==> src/rtl/jtvigil_pkg.sv <==
// jtvigil_pkg: register map, control bit positions and SCR2 fetch FSM encoding
// shared by the Vigilante video blocks.
package jtvigil_pkg;
    localparam logic [1:0] SCR2_SCRL_LO = 2'd0;
    localparam logic [1:0] SCR2_SCRL_HI = 2'd1;
    localparam logic [1:0] SCR2_CTRL    = 2'd2;
    localparam int CTRL_COL_MSB = 2;
    localparam int CTRL_COL_LSB = 0;
    localparam int CTRL_ENB     = 6;
    typedef enum logic [2:0] { IDLE, FETCH, WAIT, PRESHIFT, RUN } scr2_st_e;
endpackage

==> src/rtl/jtvigil_scr2_shift.sv <==
// jtvigil_scr2_shift: two-word pixel buffer; the lower word feeds pixels out four bits
// at a time and the upper word drops into its place once eight pixels have gone.
module jtvigil_scr2_shift (
    input  logic        clk,
    input  logic        rst_n,
    input  logic        clr,
    input  logic        ld,
    input  logic        shift,
    input  logic [31:0] data,
    output logic [3:0]  pxl,
    output logic        lo_vld,
    output logic        hi_vld
);
    logic [63:0] sr, sr_n;
    logic [1:0]  vld, vld_n;
    logic [2:0]  cnt, cnt_n;
    logic        ld_lo, ld_hi, sh, drop, vhi;
    logic [31:0] hi;

    // a load always fills whichever half is empty, lower first
    always_comb begin
        ld_lo = ld & ~vld[0];
        ld_hi = ld & vld[0];
        sh    = shift & vld[0];
        drop  = sh & (cnt == 3'd7);
        hi    = ld_hi ? data : sr[63:32];
        vhi   = vld[1] | ld_hi;
        sr_n  = drop ? {32'd0, hi} :
                sh ? {hi, 4'd0, sr[31:4]} :
                ld_lo ? {sr[63:32], data} : {hi, sr[31:0]};
        vld_n = drop ? {1'b0, vhi} : {vhi, vld[0] | ld_lo};
        cnt_n = drop ? 3'd0 : cnt + {2'd0, sh};
    end

    always_ff @(posedge clk or negedge rst_n)
        if (!rst_n) begin
            sr  <= '0;
            vld <= '0;
            cnt <= '0;
        end else begin
            sr  <= clr ? '0 : sr_n;
            vld <= clr ? '0 : vld_n;
            cnt <= clr ? '0 : cnt_n;
        end

    assign pxl    = sr[3:0];
    assign lo_vld = vld[0];
    assign hi_vld = vld[1];
endmodule

==> src/rtl/jtvigil_scr2.sv <==
// jtvigil_scr2: Vigilante rear background layer; scrolls a 2048x256 4bpp ROM bitmap
// and streams one pixel per pxl_cen to the colour mixer.
module jtvigil_scr2
    import jtvigil_pkg::*;
#(
    parameter int SCRW = 11,
    parameter int AW   = 16
) (
    input  logic          clk,
    input  logic          rst_n,
    input  logic          pxl_cen,
    input  logic          LHBL,
    input  logic [8:0]    v,
    input  logic [1:0]    cpu_addr,
    input  logic [7:0]    cpu_dout,
    input  logic          cpu_we,
    output logic [AW-1:0] rom_addr,
    output logic          rom_cs,
    input  logic [31:0]   rom_data,
    input  logic          rom_ok,
    output logic [3:0]    scr2_pxl,
    output logic [2:0]    scr2col,
    output logic          scr2enb,
    output logic          underrun
);
    logic [SCRW-1:0] scroll, scroll_nx;
    logic [SCRW-4:0] col;
    logic [7:0]      row;
    logic [2:0]      fine;
    logic [3:0]      pxl;
    logic            lhbl_l, line_start, ld, shift, pxl_sh, lo_vld, hi_vld, prime, run_ok;
    logic            wr_lo, wr_hi, unused_v;
    scr2_st_e        st;

    // a write landing on the line-start clk must already be visible to the latch
    assign wr_lo      = cpu_we && cpu_addr == SCR2_SCRL_LO;
    assign wr_hi      = cpu_we && cpu_addr == SCR2_SCRL_HI;
    assign scroll_nx  = {wr_hi ? cpu_dout[SCRW-9:0] : scroll[SCRW-1:8], wr_lo ? cpu_dout : scroll[7:0]};
    assign line_start = lhbl_l & ~LHBL;
    assign ld         = st == WAIT && rom_ok && !line_start;
    assign pxl_sh     = pxl_cen && LHBL && run_ok && lo_vld;
    assign shift      = pxl_sh || (st == PRESHIFT && fine != 3'd0 && !line_start);
    assign unused_v   = v[8];

    jtvigil_scr2_shift u_shift (
        .clk    (clk),
        .rst_n  (rst_n),
        .clr    (line_start),
        .ld     (ld),
        .shift  (shift),
        .data   (rom_data),
        .pxl    (pxl),
        .lo_vld (lo_vld),
        .hi_vld (hi_vld)
    );

    always_ff @(posedge clk or negedge rst_n)
        if (!rst_n) begin
            scroll  <= '0;
            scr2col <= '0;
            scr2enb <= 1'b0;
        end else begin
            scroll <= scroll_nx;
            if (cpu_we && cpu_addr == SCR2_CTRL) begin
                scr2col <= cpu_dout[CTRL_COL_MSB:CTRL_COL_LSB];
                scr2enb <= cpu_dout[CTRL_ENB];
            end
        end

    always_ff @(posedge clk or negedge rst_n)
        if (!rst_n) begin
            st       <= IDLE;
            lhbl_l   <= 1'b0;
            row      <= '0;
            col      <= '0;
            fine     <= '0;
            prime    <= 1'b0;
            run_ok   <= 1'b0;
            rom_addr <= '0;
            rom_cs   <= 1'b0;
            scr2_pxl <= '0;
            underrun <= 1'b0;
        end else begin
            lhbl_l   <= LHBL;
            scr2_pxl <= !LHBL ? 4'd0 : pxl_cen ? (pxl_sh ? pxl : 4'd0) : scr2_pxl;
            if (pxl_cen && LHBL && run_ok && !lo_vld) underrun <= 1'b1;
            if (line_start) begin
                row    <= v[7:0] + 8'd1;
                col    <= scroll_nx[SCRW-1:3];
                fine   <= scroll_nx[2:0];
                prime  <= 1'b1;
                run_ok <= 1'b0;
                rom_cs <= 1'b0;
                st     <= FETCH;
            end else begin
                case (st)
                    FETCH: begin
                        rom_addr <= {row, col};
                        rom_cs   <= 1'b1;
                        st       <= WAIT;
                    end
                    WAIT: if (rom_ok) begin
                        rom_cs <= 1'b0;
                        col    <= col + 1'b1;
                        if (prime && !lo_vld) st <= FETCH;
                        else if (prime) begin
                            prime  <= 1'b0;
                            run_ok <= fine == 3'd0;
                            st     <= fine == 3'd0 ? RUN : PRESHIFT;
                        end else st <= RUN;
                    end
                    PRESHIFT: if (fine == 3'd0) begin
                        run_ok <= 1'b1;
                        st     <= RUN;
                    end else fine <= fine - 3'd1;
                    RUN: if (!hi_vld) st <= FETCH;
                    default: ;
                endcase
            end
        end
endmodule

==> config.mk <==
export PLATFORM = sky130hd
export DESIGN_NAME = jtvigil_scr2
export DESIGN_NICKNAME = d
export VERILOG_FILES = /design/src/rtl/jtvigil_pkg.sv /design/src/rtl/jtvigil_scr2_shift.sv /design/src/rtl/jtvigil_scr2.sv
export SDC_FILE = /design/constraint.sdc
export NUM_CORES = 1
export LEC_CHECK = 0
export CAP_MARGIN = 20
export CORE_UTILIZATION = 60
export CTS_CLUSTER_DIAMETER = 80
export DETAILED_ROUTE_END_ITERATION = 16
export HOLD_SLACK_MARGIN = 0.15
export PLACE_DENSITY = 0.95
export SYNTH_ARGS = -nofsm -noshare
export SYNTH_HDL_FRONTEND = slang
export SYNTH_SLANG_ARGS = --single-unit
==> constraint.sdc <==
create_clock -name clk -period 3.2 [get_ports clk]
set_input_delay 0.48 -clock clk [delete_from_list [all_inputs] [get_ports clk]]
set_output_delay 0.48 -clock clk [all_outputs]
set_load 0.02 [all_outputs]
==> results of run 1 <==
path summary, 6_finish.rpt:
kind | startpoint | to | cells past startpoint
setup reg to reg | st[2] | u_shift.sr[29] | 5
hold / removal | row[2] | row[2] | 2
setup / recovery | st[2] | u_shift.sr[29] | 5
hold reg to reg | row[2] | row[2] | 2
min in group asynchronous | rst_n | scroll[7] | 2
max in group asynchronous | rst_n | u_shift.sr[25] | 3
power groups by stage:
stage	sequential, mW	clock, mW	combinational (mW)
finish	2.48	1.78	1.95
global route	2.52	1.89	2.11
CTS	2.47	1.80	1.95
detailed placement	2.48	0	1.92
global placement	2.44	0	1.82
floorplan	2.48	0	1.23
metal layers:
metal	vias to the layer above	GRT usage
li1	2315	-
met3	67	0.0630
met1	2575	0.370
met4	0	0.111
met2	244	0.520
met5	-	0
flip-flops by register name (all words and copies together) (netlist names), 2 cells and up:
name         cells
u_shift.sr      64
u_shift.cnt      3
scr2_pxl         4
row              8
rom_addr        16
col              8
fine             3
scr2col          3
st               3
scroll          11
u_shift.vld      2
cell families (layout without fill, tap and decap cells):
| kind of cell | after synthesis | count (layout) | share of synthesized area |
|---|---|---|---|
| compound gates | 196 | 196 | 0.237 |
| fa+ha+maj | 6 | 6 | 0.0118 |
| flops | 131 | 131 | 0.516 |
| mux | 34 | 34 | 0.0602 |
| simple gates | 143 | 143 | 0.107 |
| xor+xnor | 16 | 16 | 0.0220 |
| buf+inv | 61 | 140 | 0.0460 |
layout by cell type, fill, tap and decap left out, types with 4 or more instances in the layout:
cell type	count
nand3b_1	4
and2_1	4
nor2b_1	7
a21oi_1	38
a2111oi_0	28
a22o_1	4
inv_1	10
nor3_1	4
clkdlybuf4s50_1	80
clkinv_2	4
buf_4	14
nand2_1	31
clkbuf_16	16
nand3_1	6
o31a_1	28
ha_1	6
xnor2_1	13
dfrtp_1	131
nor2_1	68
a31oi_1	4
clkinv_4	6
mux2_2	34
o2bb2ai_1	30
a2bb2oi_1	28
o21ai_0	17
through the flow:
stage | setup WS, ns | cell area (um^2) | instances | util | hold slack (ns)
after floorplan | 1.17 | 6360 | 587 | - | 0.184
after global placement | 0.518 | 7250 | 768 | 0.706 | 0.457
after detailed placement | 0.441 | 7250 | 768 | 0.706 | 0.471
after CTS | 0.849 | 7810 | 801 | 0.760 | 0.487
after global routing | 0.704 | 7830 | 802 | 0.762 | 0.497
final | 0.810 | 7830 | 802 | 0.762 | 0.485
area by class of cell:
type | count | area (um^2) | area share
Clock inverter | 15 | 135 | 0.0173
Timing Repair Buffer | 98 | 971 | 0.124
Sequential cell | 131 | 3280 | 0.419
Multi-Input combinational cell | 395 | 2820 | 0.360
Clock buffer | 17 | 414 | 0.0529
Tap cell | 136 | 170 | 0.0217
Inverter | 10 | 37.5 | 0.00480
worst min-delay path, stage by stage (launching register included):
cell and delay (ns):
dfrtp_1 0.34, nand2_1 0.04, o21ai_0 0.07
timing repair:
| action | in CTS | in global routing |
|---|---|---|
| hold buffers | 1 | 0 |
| hold endpoints to repair | 46 | 0 |
| setup endpoints to repair | 0 | 0 |
| buffers inserted | 0 | 0 |
==> flow_summary.ini, run 1 <==
[worst_setup_path]
slowest_delay_ns = 0.54
cp-end-kind = flip-flop
r2r_slack_ns = 0.81
cp_max_fo = 32
arrival_ns = 2.78
required_ns = 3.59
cp-start-kind = flip-flop
slowest_stage = nand4bb_4
crit_chain = nand4bb_4 -> o21ai_0 -> a211oi_4 -> buf_4 -> a221o_1
worstSetupPathType = flip-flop to flip-flop
path_delay_family = compound AO/OA/AOI/OAI gates
path_buf_inv = 1

[floorplanning]
dieHeight_um = 105
io_pins = 83
rows = 37
core_area_um2 = 10300
fp.dieW_um = 105
dieArea_um2 = 11000
start_util = 0.619

[yosys]
synth-edff-count = 0
synth_top_area_share = 0.516
postSynth.asyncResetShare = 1.00
ys_types = 50
yosys-top-cells-area = dfrtp_1 (52%), mux2_2 (6.0%), o2bb2ai_1 (4.1%)
synth.most_common_cell = dfrtp_1
ys_warn_count = 0
synthFlopType = dfrtp_1
synth_nets = 650
ys_seq_area_frac = 0.516
synth-seq-cells = 131
synthTopCellsByCount = dfrtp_1 (131), nor2_1 (68), a21oi_1 (38), mux2_2 (34), nand2_1 (31)
post-synth-top-area-cell = dfrtp_1
syn_area_um2 = 6360
syn_inst = 587
syn_avg_cell_area_um2 = 10.8

[global_routing]
antenna_found_initial = 0
grt_max_degree = 86
grt_pass1_vias = 5281
globalRouteTotalUtil = 0.300
grt.overflow.total = 0
grt_pass1_wl_mm = 26.0

[clocking]
cts_made_buffers = 17
clock_sinks = 131
clk_path_buf_depth = 2
cts_resized = 0
tritoncts = built
clk_latency_ns = 0.52
htree_levels = 4
cts-root-buf = clkbuf_8
clk_pin_slew_ns = 0.06

[power]
p_sw_mw = 2.13
p_per_area_nw_per_um2 = 794
power_frac_clock = 0.287
p_total_mw = 6.21
seqPwrFrac = 0.399
swShare = 0.342
leakage_nw = 3.21
combPwrFrac = 0.315
p_int_mw = 4.09
irDropWorstVdd_mv = 0.403

[cells_and_area]
layout-drive-gt1-share = 0.138
finalNetCount = 716
diodes = 0
synthToLayoutAreaGrowth_pct = 23.1
n_fill_cell = 645

[flow_run]
max_cap_violations = 0

[outcome]
status = completed

[sta]
setup_viol = 0
setup_tns_ns = 0
slew_headroom = 0.563
fin_crit_ns = 2.39
fin_skew_ns = 0.00716
hold_viol_final = 0
fin_crit_sh = 0.747
worst_pin_slew_ns = 0.652
fmax_mhz = 418
grt_setup_unrepaired = false
finalMaxSlewViolations = 0

[worst_hold_path]
hold_class = flip-flop to flip-flop

[route]
drt_iter0_drc = 462
wl_met1_mm = 6.27
ant_nets = 0
post-route-drc-count = 0
postRouteWirelength_mm = 15.9
wl_met3_um = 946
met2WireLength_mm = 8.16
drt-pass1-iter-count = 5
num_vias = 5201
via_per_inst = 6.49
route.detailed.wl_per_inst_um = 19.8
top_layer_used = met4

[place]
port_buffers = 81
gp_congestion = 0.860
detailed_place_hpwl_mm = 9.67
Note: power is estimated with default switching activity, not from simulation.
==> run 2, diff against run 1 <==
--- a/config.mk
+++ b/config.mk
@@ -6,11 +6,11 @@
 export NUM_CORES = 1
 export LEC_CHECK = 0
 export CAP_MARGIN = 20
-export CORE_UTILIZATION = 60
+export CORE_UTILIZATION = 50
 export CTS_CLUSTER_DIAMETER = 80
 export DETAILED_ROUTE_END_ITERATION = 16
 export HOLD_SLACK_MARGIN = 0.15
-export PLACE_DENSITY = 0.95
+export PLACE_DENSITY = 0.88
 export SYNTH_ARGS = -nofsm -noshare
 export SYNTH_HDL_FRONTEND = slang
 export SYNTH_SLANG_ARGS = --single-unit
==> constraint.sdc (replaced) <==
create_clock -name clk -period 2.19 [get_ports clk]
set_input_delay 0.3285 -clock clk [delete_from_list [all_inputs] [get_ports clk]]
set_output_delay 0.3285 -clock clk [all_outputs]
set_load 0.02 [all_outputs]
==> flow_summary.ini, run 2 (synthesis gave the netlist of run 1 again) <==
[floorplanning]
start_util = 0.521
dieHeight_um = 115
fp.dieW_um = 115
rows = 40
io_pins = 83
dieArea_um2 = 13200
core_area_um2 = 12200

[clocking]
clk_pin_slew_ns = 0.06
clk_path_buf_depth = 2
cts-root-buf = clkbuf_16
clk_latency_ns = 0.41
cts_made_buffers = 17
tritoncts = built
clock_sinks = 131
htree_levels = 4

[sta]
setup_viol = 0
fin_ws_ns = 0.123
hold_viol_final = 0
fin_crit_ns = 2.07
fin_skew_ns = 0.00465
slew_headroom = 0.529
fin_crit_sh = 0.944
finalMaxSlewViolations = 0
fmax_mhz = 484
grt_setup_unrepaired = false
worst_pin_slew_ns = 0.707

[route]
via_per_inst = 6.21
post-route-drc-count = 0
num_vias = 5270
drt-pass1-iter-count = 5
route.detailed.wl_per_inst_um = 19.1
drt_iter0_drc = 391
postRouteWirelength_mm = 16.2
ant_nets = 0

[place]
gp_congestion = 0.840
detailed_place_hpwl_mm = 10.2
port_buffers = 81
placed_cell_area_um2 = 7520
dp_slack_ns = -0.194
dpl.cell_count = 817

[global_routing]
grt_pass1_vias = 5371
grt_max_degree = 132
grt.overflow.total = 0
grt_pass1_wl_mm = 26.4
globalRouteTotalUtil = 0.261
antenna_found_initial = 0

[cells_and_area]
finalNetCount = 733
final_util = 0.666
largest-register = u_shift.sr
final_cells = 849
diodes = 0
layout-drive-gt1-share = 0.156
top_regs = u_shift.sr (64), rom_addr (16), scroll (11)
final_common_cell = dfrtp_1
most-common-layout-cells = dfrtp_1 (131), clkdlybuf4s50_1 (80), nor2_1 (68)
synthToLayoutAreaGrowth_pct = 27.8
design_area_um2 = 8130
largest_reg_flops = 64

[power]
p_total_mw = 9.39
irDropWorstVdd_mv = 0.748
p_per_area_nw_per_um2 = 1150
leakage_nw = 3.35

[worst_setup_path]
cp-end-kind = flip-flop
worstSetupPathType = flip-flop to flip-flop
required_ns = 2.50
arrival_ns = 2.38
path_delay_family = simple AND/OR/NAND/NOR gates
cp-start-kind = flip-flop
crit_chain = inv_1 -> ha_1 -> nand2b_1 -> and2_0 -> a211oi_4 -> buf_12 -> buf_12 -> o2bb2ai_1
cp_max_fo = 18
slowest_stage = dfrtp_1
r2r_slack_ns = 0.12
cpMostUsedCell = buf_12
path_buf_inv = 3
slowest_delay_ns = 0.39

[flow_run]
max_cap_violations = 0

[outcome]
status = completed

[worst_hold_path]
hold_class = flip-flop to flip-flop
==> run 2: layout make-up <==
| class | instances | area (um^2) |
|---|---|---|
| multi-input combinational | 395 | 2830 |
| inverter | 10 | 37.5 |
| sequential | 131 | 3280 |
| clock inverter | 10 | 110 |
| tap | 168 | 210 |
| fill | 918 | 4080 |
| clock buffer | 20 | 457 |
| timing repair buffer | 115 | 1210 |
==> run 2: tightest hold or removal path, cell delays in order (launching register included) <==
cell and delay [ns]:
dfrtp_1 0.34, nand2_1 0.05, nand2_1 0.05
==> run 2: final timing paths <==
kind                            startpoint              to  cells past startpoint
worst max-delay path               fine[1]  u_shift.sr[15]                      8
worst min-delay path                row[1]          row[1]                      2
worst max register to register     fine[1]  u_shift.sr[15]                      8
worst min register to register      row[1]          row[1]                      2
max in group asynchronous            rst_n  u_shift.sr[49]                      3
min in group asynchronous            rst_n       scroll[7]                      3
==> run 2: metal layers <==
layer,part of all wire,vias up,track usage
met1,0.40,2645,0.315
li1,-,2354,-
met3,0.071,29,0.0606
met2,0.52,242,0.459
met5,0,-,0
met4,0.016,0,0.0935
==> run 2: metrics by stage <==
stage	TNS [ns]	hold WS (ns)
global route	0	0.508
CTS	0	0.476
global placement	-0.535	0.446
floorplan	0	0.0329
detailed placement	-2.35	0.461
finish	0	0.474
==> run 2: power breakdown <==
part           total, mW  switching, mW  internal [mW]
Clock               2.72           1.01           1.71
Combinational       3.06           1.55           1.51
Sequential          3.61          0.504           3.10
==> run 2: repair_timing <==
action                                  4_1_cts  5_1_grt
buffers inserted                              0        0
gates resized for setup                       0        4
hold endpoints to repair                    131        0
endpoints found under the setup margin        0        4
hold buffers                                  1        0
==> run 3, diff against run 2 <==
--- a/config.mk
+++ b/config.mk
@@ -5,12 +5,13 @@
 export SDC_FILE = /design/constraint.sdc
 export NUM_CORES = 1
 export LEC_CHECK = 0
+export ABC_AREA = 1
 export CAP_MARGIN = 20
-export CORE_UTILIZATION = 50
+export CORE_UTILIZATION = 51
 export CTS_CLUSTER_DIAMETER = 80
 export DETAILED_ROUTE_END_ITERATION = 16
 export HOLD_SLACK_MARGIN = 0.15
-export PLACE_DENSITY = 0.88
+export PLACE_DENSITY = 0.89
 export SYNTH_ARGS = -nofsm -noshare
 export SYNTH_HDL_FRONTEND = slang
 export SYNTH_SLANG_ARGS = --single-unit
==> flow_summary.ini, run 3 <==
[yosys]
synth-edff-count = 0
synth-compound-area-share = 0.0710
syn_inst = 902
synthTopCellsByCount = nand2_1 (341), dfrtp_1 (131), inv_1 (81), nand3_1 (57), o21ai_0 (42)
yosys.area_share.simple = 0.345
synth.most_common_cell = nand2_1
postSynth.asyncResetShare = 1.00
post-synth-top-area-cell = dfrtp_1
syn_area_um2 = 6930
ys_warn_count = 0
synth_nets = 965
ys_seq_area_frac = 0.473
synth-seq-cells = 131
synth-xor-area-share = 0.0126
yosys-top-cells-area = dfrtp_1 (47%), nand2_1 (18%), inv_1 (4.4%)
ys_types = 33
synthFlopType = dfrtp_1
synth_top_family_by_area = simple AND/OR/NAND/NOR gates
muxShareOfSynthArea = 0.00975
synth_top_area_share = 0.473
syn_avg_cell_area_um2 = 7.68
synthAdderAreaFrac = 0.0108

[power]
p_per_area_nw_per_um2 = 1170
swShare = 0.352
power_frac_clock = 0.287
seqPwrFrac = 0.364
p_int_mw = 6.60
p_sw_mw = 3.59
combPwrFrac = 0.349
leakage_nw = 4.34
irDropWorstVdd_mv = 0.597

[clocking]
cts_setup_buffers = 0
clk_pin_slew_ns = 0.06
clk_path_buf_depth = 2
cts_made_buffers = 17
tritoncts = built
htree_levels = 4
cts-root-buf = clkbuf_16
clock_sinks = 131
clk_latency_ns = 0.43

[route]
drt_iter0_drc = 486
post-route-drc-count = 0
drt-pass1-iter-count = 7
postRouteWirelength_mm = 16.6
route.detailed.wl_per_inst_um = 14.1
num_vias = 6354
via_per_inst = 5.39
ant_nets = 0

[cells_and_area]
largest-register = u_shift.sr
most-common-layout-cells = nand2_1 (341), dfrtp_1 (131), inv_1 (81)
largest_reg_flops = 64
diodes = 0
synthToLayoutAreaGrowth_pct = 25.4
final_common_cell = nand2_1
layout-drive-gt1-share = 0.116
design_area_um2 = 8690
top_regs = u_shift.sr (64), rom_addr (16), scroll (11)
finalNetCount = 1053
final_util = 0.656

[global_routing]
grt.overflow.total = 0
grt_pass1_wl_mm = 28.4
globalRouteTotalUtil = 0.255
grt_pass1_vias = 6083
grt_max_degree = 132
antenna_found_initial = 0

[worst_setup_path]
cp-end-kind = flip-flop
cp_max_fo = 9
path_delay_family = simple AND/OR/NAND/NOR gates
r2r-end = u_shift.cnt[2]
slowest_stage = dfrtp_1
arrival_ns = 2.36
path_buf_inv = 2
rr_worst_depth = 11
required_ns = 2.51
r2r-start = fine[0]
crit_chain = inv_1 -> ha_1 -> inv_1 -> nor2_1 -> nor2_2 -> nand2_1 -> nand2_2 -> ha_1 -> ha_1 -> xnor2_1 -> nor2_1
worstSetupPathType = flip-flop to flip-flop
slowest_delay_ns = 0.36
r2r_slack_ns = 0.15
cpMostUsedCell = ha_1
cp-start-kind = flip-flop

[place]
gp_congestion = 0.834
detailed_place_hpwl_mm = 10.7
placed_cell_area_um2 = 8070
port_buffers = 81
dp_slack_ns = 0.0664

[worst_hold_path]
min_to = lhbl_l
hold_class = primary input to flip-flop
min-delay-start = LHBL
worstHoldPathCells = 1

[floorplanning]
dieArea_um2 = 14100
dieHeight_um = 119
io_pins = 83
start_util = 0.523
core_area_um2 = 13200
rows = 42
fp.dieW_um = 119

[sta]
fmax_mhz = 490
grt_setup_unrepaired = false
setup_tns_ns = 0
setup_viol = 0
fin_crit_sh = 0.932
fin_skew_ns = 0.00688
fin_ws_ns = 0.148
fin_crit_ns = 2.04
hold_viol_final = 0
worst_pin_slew_ns = 0.690
finalMaxSlewViolations = 0
slew_headroom = 0.540

[flow_run]
max_cap_violations = 0

[outcome]
status = completed
-- run 3: changes by cell type after synthesis, moves of 29 or more --
cell       previous run  this run
a21oi_1              38         3
inv_1                10        81
nand2_1              31       341
nand3_1               6        57
nand3b_1              4        34
nand4_1               1        32
nor2_1               68        20
o2bb2ai_1            30         0
or2_2                 0        29
-- run 3: cell type report --
type | instances | area (um^2)
Multi-Input combinational cell | 641 | 3120
Clock inverter | 10 | 129
Inverter | 82 | 308
Fill cell | 1032 | 4550
Tap cell | 176 | 220
Sequential cell | 131 | 3280
Clock buffer | 22 | 484
Timing Repair Buffer | 117 | 1160
-- run 3: worst max path at each step --
stage             from              to  cells after the start
5_1_grt        fine[0]  u_shift.cnt[2]                     11
6_report       fine[0]  u_shift.cnt[2]                     11
2_1_floorplan  fine[0]  u_shift.cnt[2]                     12
3_3_place_gp      LHBL  u_shift.cnt[2]                      9
3_5_place_dp      LHBL  u_shift.cnt[2]                      9
4_1_cts        fine[0]  u_shift.cnt[2]                     11
-- run 3: power by group through the flow --
stage	clock, mW	combinational, mW	sequential [mW]
after floorplan	0	2.17	3.81
after global placement	0	3.38	3.69
after detailed placement	0	3.50	3.72
after CTS	2.95	3.55	3.70
after global routing	3.06	3.95	3.80
final	2.92	3.56	3.71
-- run 3: per-stage QoR --
stage                     hold slack [ns]  power (mW)  instances
final                               0.442        10.2       1179
after global routing                0.451        10.8       1179
after CTS                           0.425        10.2       1179
after detailed placement            0.464        7.22       1146
after global placement              0.462        7.06       1146
after floorplan                    0.0329        5.98        902
-- run 3: worst register-to-register path, stage by stage (launching register included) --
cell     delay, ns
dfrtp_1       0.36
inv_1         0.12
ha_1          0.17
inv_1         0.05
nor2_1        0.24
nor2_2        0.10
nand2_1       0.12
nand2_2       0.15
ha_1          0.23
ha_1          0.20
xnor2_1       0.13
nor2_1        0.07
-- run 3: logic make-up (layout without fill, tap and decap cells) --
kind of cell,count (synthesis),count (layout)
adders and majority gates,6,6
buffers and inverters,130,231
xor gates and xnor gates,10,10
muxes,6,6
AOI/OAI and AO/OA,90,90
DFF,131,131
and+or+nand+nor,529,529
-- run 3: metal layers --
layer  global-route usage  wire length, um
met3               0.0410             1110
met2                0.400             7760
met1                0.337             7310
met4                0.140              461
met5                    0                0
-- run 3: timing repair --
action,4_1_cts,5_1_grt
hold endpoints to repair,131,0
gates resized for setup,0,0
hold buffers,1,0
